### src/rtl/params_noc.sv
// Shared NoC types: flit format, port ids, flit labels and the per-VC input state.
package params_noc;
  localparam int VC_Size = 2;
  localparam int DATA_W  = 16;

  typedef enum logic [1:0] {HEAD, BODY, TAIL, HEADTAIL} flit_label_t;
  typedef enum logic [2:0] {LOCAL, NORTH, SOUTH, EAST, WEST} inout_Port;
  typedef enum logic [1:0] {IDLE, VC_ALLOC, ACTIVE} vc_state_t;

  typedef struct packed {
    flit_label_t         flit_label;
    logic [VC_Size-1:0]  vc;
    logic [DATA_W-1:0]   data;
  } flit_Data_withvc;

  function automatic logic is_head(input flit_label_t l);
    return (l == HEAD) || (l == HEADTAIL);
  endfunction

  function automatic logic is_tail(input flit_label_t l);
    return (l == TAIL) || (l == HEADTAIL);
  endfunction
endpackage

### src/rtl/vc_input_unit_fifo.sv
// Per-VC flit FIFO; pointers carry an extra wrap bit so full and empty differ.
module vc_fifo #(
  parameter int BUFFER_SIZE = 8,
  parameter int W           = 8
) (
  input  logic         clk,
  input  logic         rst,
  input  logic         push,
  input  logic         pop,
  input  logic [W-1:0] din,
  output logic [W-1:0] dout,
  output logic         empty,
  output logic         full
);
  localparam int AW = $clog2(BUFFER_SIZE);

  logic [W-1:0] mem [BUFFER_SIZE];
  logic [AW:0]  wp, rp;

  assign empty = (wp == rp);
  assign full  = (wp[AW] != rp[AW]) && (wp[AW-1:0] == rp[AW-1:0]);
  assign dout  = mem[rp[AW-1:0]];

  always_ff @(posedge clk or posedge rst) begin
    if (rst) begin
      wp <= '0;
      rp <= '0;
    end else begin
      if (push) wp <= wp + (AW+1)'(1);
      if (pop)  rp <= rp + (AW+1)'(1);
    end
  end

  // Storage is not reset: clearing the pointers discards the contents.
  always_ff @(posedge clk) begin
    if (push) mem[wp[AW-1:0]] <= din;
  end
endmodule

### src/rtl/vc_input_unit.sv
// Multi-VC router input unit: per-VC FIFO + packet FSM, credit return, output mux.
// Optional VC_INPUT_ERR_COUNT_EN adds per-VC saturating error counters (err_Count).
module vc_input_unit
  import params_noc::*;
#(
  parameter int NUM_VC      = 4,
  parameter int BUFFER_SIZE = 8
) (
  input  logic                      clk,
  input  logic                      rst,
  input  logic                      write_i,
  input  flit_Data_withvc           input_Data,
  input  inout_Port                 port_i,
  output logic [NUM_VC-1:0]         vc_Req,
  input  logic [NUM_VC-1:0]         vc_Val,
  input  logic [NUM_VC*VC_Size-1:0] vc_New,
  output logic [NUM_VC-1:0]         switch_Req,
  input  logic [NUM_VC-1:0]         read_i,
  output flit_Data_withvc           output_Data,
  output inout_Port                 port_o,
  output logic                      credit_o,
  output logic [VC_Size-1:0]        credit_vc_o,
  output logic [NUM_VC-1:0]         vc_Free,
  output logic [NUM_VC-1:0]         buf_empty,
  output logic [NUM_VC-1:0]         buf_full,
  output logic [NUM_VC-1:0]         err
`ifdef VC_INPUT_ERR_COUNT_EN
  , output logic [NUM_VC-1:0][7:0]  err_Count
`endif
);
  localparam int FW = $bits(flit_Data_withvc);

  logic               rd_onehot;
  logic [NUM_VC-1:0]  pop_v;
  flit_Data_withvc    head_arr [NUM_VC];
  logic [VC_Size-1:0] dvc_arr  [NUM_VC];
  inout_Port          port_arr [NUM_VC];
  logic [VC_Size-1:0] credit_d;

  assign rd_onehot = $onehot(read_i);

  for (genvar v = 0; v < NUM_VC; v++) begin : g_vc
    vc_state_t          state_q, state_d;
    logic               end_q, free_q, err_q;
    logic [VC_Size-1:0] dvc_q;
    inout_Port          port_q;
    logic [FW-1:0]      head_raw;
    flit_Data_withvc    head;
    logic               empty, full;
    logic               wr_hit, wr_err, wr_ok, rd_ok, rd_err, val_err, tail_pop;

    vc_fifo #(.BUFFER_SIZE(BUFFER_SIZE), .W(FW)) u_fifo (
      .clk(clk), .rst(rst), .push(wr_ok), .pop(rd_ok),
      .din(input_Data), .dout(head_raw), .empty(empty), .full(full)
    );

    assign head     = flit_Data_withvc'(head_raw);
    assign wr_hit   = write_i && (input_Data.vc == VC_Size'(v));
    assign rd_ok    = read_i[v] && rd_onehot && (state_q == ACTIVE) && !empty;
    assign rd_err   = read_i[v] && !rd_ok;
    assign val_err  = vc_Val[v] && (state_q != VC_ALLOC);
    assign tail_pop = rd_ok && is_tail(head.flit_label);
    // A pop in the same cycle frees the slot, so a full FIFO still takes the write.
    assign wr_err   = wr_hit && ((is_head(input_Data.flit_label) ? (state_q != IDLE)
                                                                  : (state_q == IDLE))
                                 || end_q || (full && !rd_ok));
    assign wr_ok    = wr_hit && !wr_err;

    always_comb begin
      state_d = state_q;
      case (state_q)
        IDLE:     if (wr_ok && is_head(input_Data.flit_label)) state_d = VC_ALLOC;
        VC_ALLOC: if (vc_Val[v]) state_d = ACTIVE;
        ACTIVE:   if (tail_pop) state_d = IDLE;
        default:  state_d = IDLE;
      endcase
    end

    always_ff @(posedge clk or posedge rst) begin
      if (rst) begin
        state_q <= IDLE;
        end_q   <= 1'b0;
        dvc_q   <= '0;
        port_q  <= LOCAL;
        free_q  <= 1'b0;
        err_q   <= 1'b0;
      end else begin
        state_q <= state_d;
        if (wr_ok && is_head(input_Data.flit_label)) port_q <= port_i;
        if (wr_ok && is_tail(input_Data.flit_label)) end_q <= 1'b1;
        else if (tail_pop)                           end_q <= 1'b0;
        if ((state_q == VC_ALLOC) && vc_Val[v]) dvc_q <= vc_New[v*VC_Size +: VC_Size];
        free_q  <= tail_pop;
        err_q   <= wr_err || rd_err || val_err;
      end
    end

`ifdef VC_INPUT_ERR_COUNT_EN
    logic [7:0] cnt_q;
    always_ff @(posedge clk or posedge rst) begin
      if (rst)                                             cnt_q <= '0;
      else if ((wr_err || rd_err || val_err) && cnt_q != 8'hFF) cnt_q <= cnt_q + 8'd1;
    end
    assign err_Count[v] = cnt_q;
`endif

    assign vc_Req[v]     = (state_q == VC_ALLOC);
    assign switch_Req[v] = (state_q == ACTIVE) && !empty;
    assign buf_empty[v]  = empty;
    assign buf_full[v]   = full;
    assign vc_Free[v]    = free_q;
    assign err[v]        = err_q;
    assign pop_v[v]      = rd_ok;
    assign head_arr[v]   = head;
    assign dvc_arr[v]    = dvc_q;
    assign port_arr[v]   = port_q;
  end

  always_comb begin
    output_Data = '0;
    port_o      = LOCAL;
    if (rd_onehot) begin
      for (int v = 0; v < NUM_VC; v++) begin
        if (read_i[v]) begin
          output_Data    = head_arr[v];
          output_Data.vc = dvc_arr[v];
          port_o         = port_arr[v];
        end
      end
    end
  end

  always_comb begin
    credit_d = '0;
    for (int v = 0; v < NUM_VC; v++) if (pop_v[v]) credit_d = VC_Size'(v);
  end

  always_ff @(posedge clk or posedge rst) begin
    if (rst) begin
      credit_o    <= 1'b0;
      credit_vc_o <= '0;
    end else begin
      credit_o    <= |pop_v;
      credit_vc_o <= credit_d;
    end
  end
endmodule

### config.mk
export PLATFORM = sky130hd
export DESIGN_NAME = vc_input_unit
export DESIGN_NICKNAME = d
export VERILOG_FILES = /design/src/rtl/params_noc.sv /design/src/rtl/vc_input_unit_fifo.sv /design/src/rtl/vc_input_unit.sv
export SDC_FILE = /design/constraint.sdc
export NUM_CORES = 1
export LEC_CHECK = 0
export CAP_MARGIN = 5
export CORE_AREA = 10 10 240 242
export CTS_BUF_LIST = sky130_fd_sc_hd__clkbuf_4 sky130_fd_sc_hd__clkbuf_8
export CTS_CLUSTER_SIZE = 25
export DETAILED_ROUTE_END_ITERATION = 6
export DIE_AREA = 0 0 250 252
export GPL_TIMING_DRIVEN = 0
export PLACE_DENSITY = 0.75
export SETUP_SLACK_MARGIN = 0.2
export SYNTH_ARGS = -nofsm -noshare
export SYNTH_HDL_FRONTEND = slang
export SYNTH_SLANG_ARGS = --single-unit
### constraint.sdc
create_clock -name clk -period 10.83 [get_ports clk]
set_input_delay 2.166 -clock clk [delete_from_list [all_inputs] [get_ports clk]]
set_output_delay 2.166 -clock clk [all_outputs]
set_load 0.05 [all_outputs]
==> summary.md <==
| Metric | Value |
|---|---|
| Syn Inst Count | `1,413` |
| Finished Cell Area | `roughly 0.03 sq mm` |
| Pin count of the biggest net entering global routing | `66` |
| CP Cell Sequence | `clkdlybuf4s50_1 > clkinv_1 > clkbuf_1 > fa_1 > inv_1 > ha_1 > ha_1 > or3b_1 > buf_2 > nor2_1 > clkbuf_1 > nand3_1 > o22ai_1 > clkdlybuf4s50_1` |
| Final wirelength | `about 60,000 um` |
| Post-DR vias/cell | `between 5 and 6` |
| Critical Path Start Type | `input pin` |
| Hold_buf cts | `0` |
| Register area share after synthesis | `73.2%` |
| Critical Path Slowest Stage Cell | `clkdlybuf4s50_1` |
| Critical path buffers and inverters | `7` |
| Net Switching | `2.08 mW` |
| Endpoint class of the critical path | `output pin` |
| Post-Synth Simple-Gate Area | `4.33%` |
| Final Slew Violations | `0` |
| Max VDD drop | `0.000180 V` |
| Power Density | `221 mW/mm^2` |
| RSZ-0062 raised after global routing | `no` |
| Post-route setup TNS | `0 ns` |
| Place WS | `0.705 ns` |
| Internal | `4.73 mW` |
| Initial core utilization | `49.9%` |
| Die footprint | `roughly 0.063 sq mm` |
| Remaining Overflow, GRT | `0` |
| Vias post-DR | `about 14,000` |
| CTS buffer count | `102` |
| Largest fanout on the critical path | `10` |
| Final #Nets | `1,715` |
| Die height | `252 um` |
| Crit path kind | `in2out` |
| Total track usage | `19.5%` |
| DR iter-0 viols | `approximately 1,400` |
| Post-synthesis adder-cell area fraction | `less than 1%` |
| CP max stage delay | `0.93 ns` |
| Clock skew | `0.0330 ns` |
| Worst Tran Pin Value | `1.40 ns` |
| CTS H-Tree Depth | `3` |
| Critical Path RT | `8.66 ns` |
| Clock Tree Buf Depth | `3` |
| Post-DP HPWL | `41,700 um` |
| DRC Markers | `0` |
| Relative slew margins | `about 6.5%` |
| Ys Warns | `0` |
| Die Wd | `about 250 um` |
| Row cnt | `84` |
| Placed Area | `approximately 0.029 sq mm` |
| Tcrit/Tclk final | `95.9%` |
| Ys flop type | `edfxtp_1` |
| Sw frac | `a little under a third` |
| Yosys cell types | `49` |
| # Max-Cap Violations | `0` |
| FFs w/ async S/R, synth | `around 12%` |
| Minimum clock period | `10.39 ns` |
| Fin. Hold Viols | `0` |
| Largest delay share family, worst path | `buffers and inverters` |
| Yosys reg bits | `651` |
| Ports | `92` |
| Syn Std Cell Area | `between 0.02 and 0.03 sq mm` |
| CTS tree | `done` |
| Total clock sinks | `around 650` |
| Post-Syn Nets | `approximately 1,500` |
| # setup viols final | `0` |
| Clk_lat worst skew | `roughly 0.69 ns` |
| Antenna-violating nets left | `0` |
| Vias in the first global route | `~15,000` |
| Buffers on Ports | `90` |
| Routability cong. | `0.840` |
| Drt pass-1 iters | `5` |
| Status | `finished, final reports clean` |
| Wire per inst | `roughly 25 um` |
| Comb power frac | `27.3%` |
| Mean Syn Cell Area | `18.5 sq um` |
| CTS clk-pin slew, worst paths | `0.05 ns` |
| Static leakage | `10.4 nW` |
| Worst Hold Class | `reg2reg` |
| Largest family of logic cells by synthesized area | `multiplexers` |
| Maximum clock frequency | `approximately 96 MHz` |
| Clk network pwr share | `30.0%` |
| Post-synthesis mux area share | `between 10% and 20%` |
| Postcts setup bufs | `0` |
| Post-CTS resize count | `0` |
| Clock Tree Root | `clkbuf_8` |
| Flop pwr share | `42.7%` |
| Initial antenna violation count | `0` |
| Finished Core Util | `58.7%` |
| Post-Synth XOR/XNOR Area | `between 1 and 1.5%` |
| Fraction of layout cells with a size suffix above 1 | `25.0%` |
| Worst Slack Setup Final | `0.443 ns` |
| Core area | `0.0524 sq mm` |
| Critical Path AT | `8.22 ns` |
| Synth Area in Compound Gates | `3.08%` |
| Layout area overhead | `17.6%` |
| Post-synth EDFFs | `576` |
| First-pass GRT wire length | `92,600 um` |
-- logic make-up after synthesis --
logic type,Yosys count
compound gates,113
xor+xnor,43
fa+ha+maj,13
buf+inv,119
flops,651
mux,259
simple gates,215
-- per-layer routing --
metal	track usage (%)	part of all wire [%]	vias up
met5	0	0	-
met4	7.14	3.1	0
met3	4.87	9.1	130
met2	30.7	47	654
met1	25.9	40	7324
li1	-	-	6129
-- final cells by class --
class / instances / area (sq um)
Buffer: 99 / 465
Multi-Input combinational cell: 643 / 6650
Tap cell: 688 / 861
Clock inverter: 39 / 255
Fill cell: 3760 / 21600
Inverter: 20 / 77.6
Timing Repair Buffer: 143 / 1550
Sequential cell: 651 / 19200
Clock buffer: 147 / 1780
Antenna cell: 2 / 5.00
-- state kept, by name (all words and copies together) (netlist names) --
signal / count
credit_o: 1
credit_vc_o: 2
g_vc.u_fifo.rp: 16
g_vc.state_q: 8
g_vc.end_q: 4
g_vc.port_q: 12
g_vc.u_fifo.mem: 576
g_vc.free_q: 4
g_vc.err_q: 4
g_vc.dvc_q: 8
g_vc.u_fifo.wp: 16
-- per-stage QoR --
stage | hold slack [ns] | power [mW] | instances
after floorplan | 0.462 | 4.22 | 1413
after global placement | 0.477 | 4.74 | 2191
after detailed placement | 0.482 | 4.81 | 2238
after CTS | 0.495 | 6.86 | 2424
after global routing | 0.512 | 7.10 | 2430
final | 0.491 | 6.81 | 2432
-- power by group through the flow --
stage	clock network, mW	logic [mW]	registers, mW
2_1_floorplan	0	1.27	2.95
3_3_place_gp	0	1.78	2.95
3_5_place_dp	0	1.85	2.96
4_1_cts	2.09	1.86	2.91
5_1_grt	2.21	1.98	2.92
6_report	2.05	1.86	2.91
-- synth_stat cells (18+ instances only) --
library cell / n / share of area [%]
edfxtp_1: 576 / 66
mux2i_1: 123 / 4.7
mux4_2: 108 / 9.3
nand2_1: 79 / 1.1
dfrtp_1: 75 / 7.2
clkbuf_1: 47 / 0.67
a21oi_1: 26 / 0.50
mux2_2: 25 / 1.1
xnor2_1: 25 / 0.84
nor2_1: 24 / 0.34
nand3_1: 22 / 0.42
o22ai_1: 21 / 0.50
buf_4: 20 / 0.57
a221oi_1: 19 / 0.64
a22oi_1: 19 / 0.54
inv_1: 19 / 0.27
xor2_1: 18 / 0.60
-- path summary, 6_finish.rpt --
kind                                             startpoint                             endpoint  slack (ns)  depth (start not counted)
max in group asynchronous                               rst     g_vc[2].u_fifo.wp[1]$_DFFE_PP0P_        8.48                          3
min                        g_vc[1].u_fifo.wp[3]$_DFFE_PP0P_     g_vc[1].u_fifo.wp[3]$_DFFE_PP0P_        0.49                          1
min in group asynchronous                               rst     g_vc[3].u_fifo.wp[0]$_DFFE_PP0P_        1.76                          2
max                                               read_i[0]                      output_Data[14]        0.44                         14
min reg2reg                g_vc[1].u_fifo.wp[3]$_DFFE_PP0P_     g_vc[1].u_fifo.wp[3]$_DFFE_PP0P_        0.49                          1
max reg2reg                g_vc[2].u_fifo.wp[0]$_DFFE_PP0P_  g_vc[2].u_fifo.mem[2][11]$_DFFE_PP_        6.98                          8
-- worst register-to-register path: stages (launching register included) --
cell and delay, ns:
dfrtp_1 0.34, clkbuf_1 0.49, xor2_1 0.31, nor4_2 0.12, buf_4 0.19, a2111oi_4 0.82
nand2_1 0.36, nor3_2 0.67, buf_6 0.27
-- cells in the final DEF, fill, tap and decap left out, types with 26 or more instances in the layout --
cell type and count:
clkdlybuf4s50_1 87, clkbuf_4 39, clkbuf_8 108, buf_4 39
edfxtp_1 576, mux2i_1 123, nand2_1 79, clkbuf_1 47
dfrtp_1 75, clkinv_1 26, mux4_2 108, a21oi_1 26
Note: power is estimated with default switching activity, not from simulation.
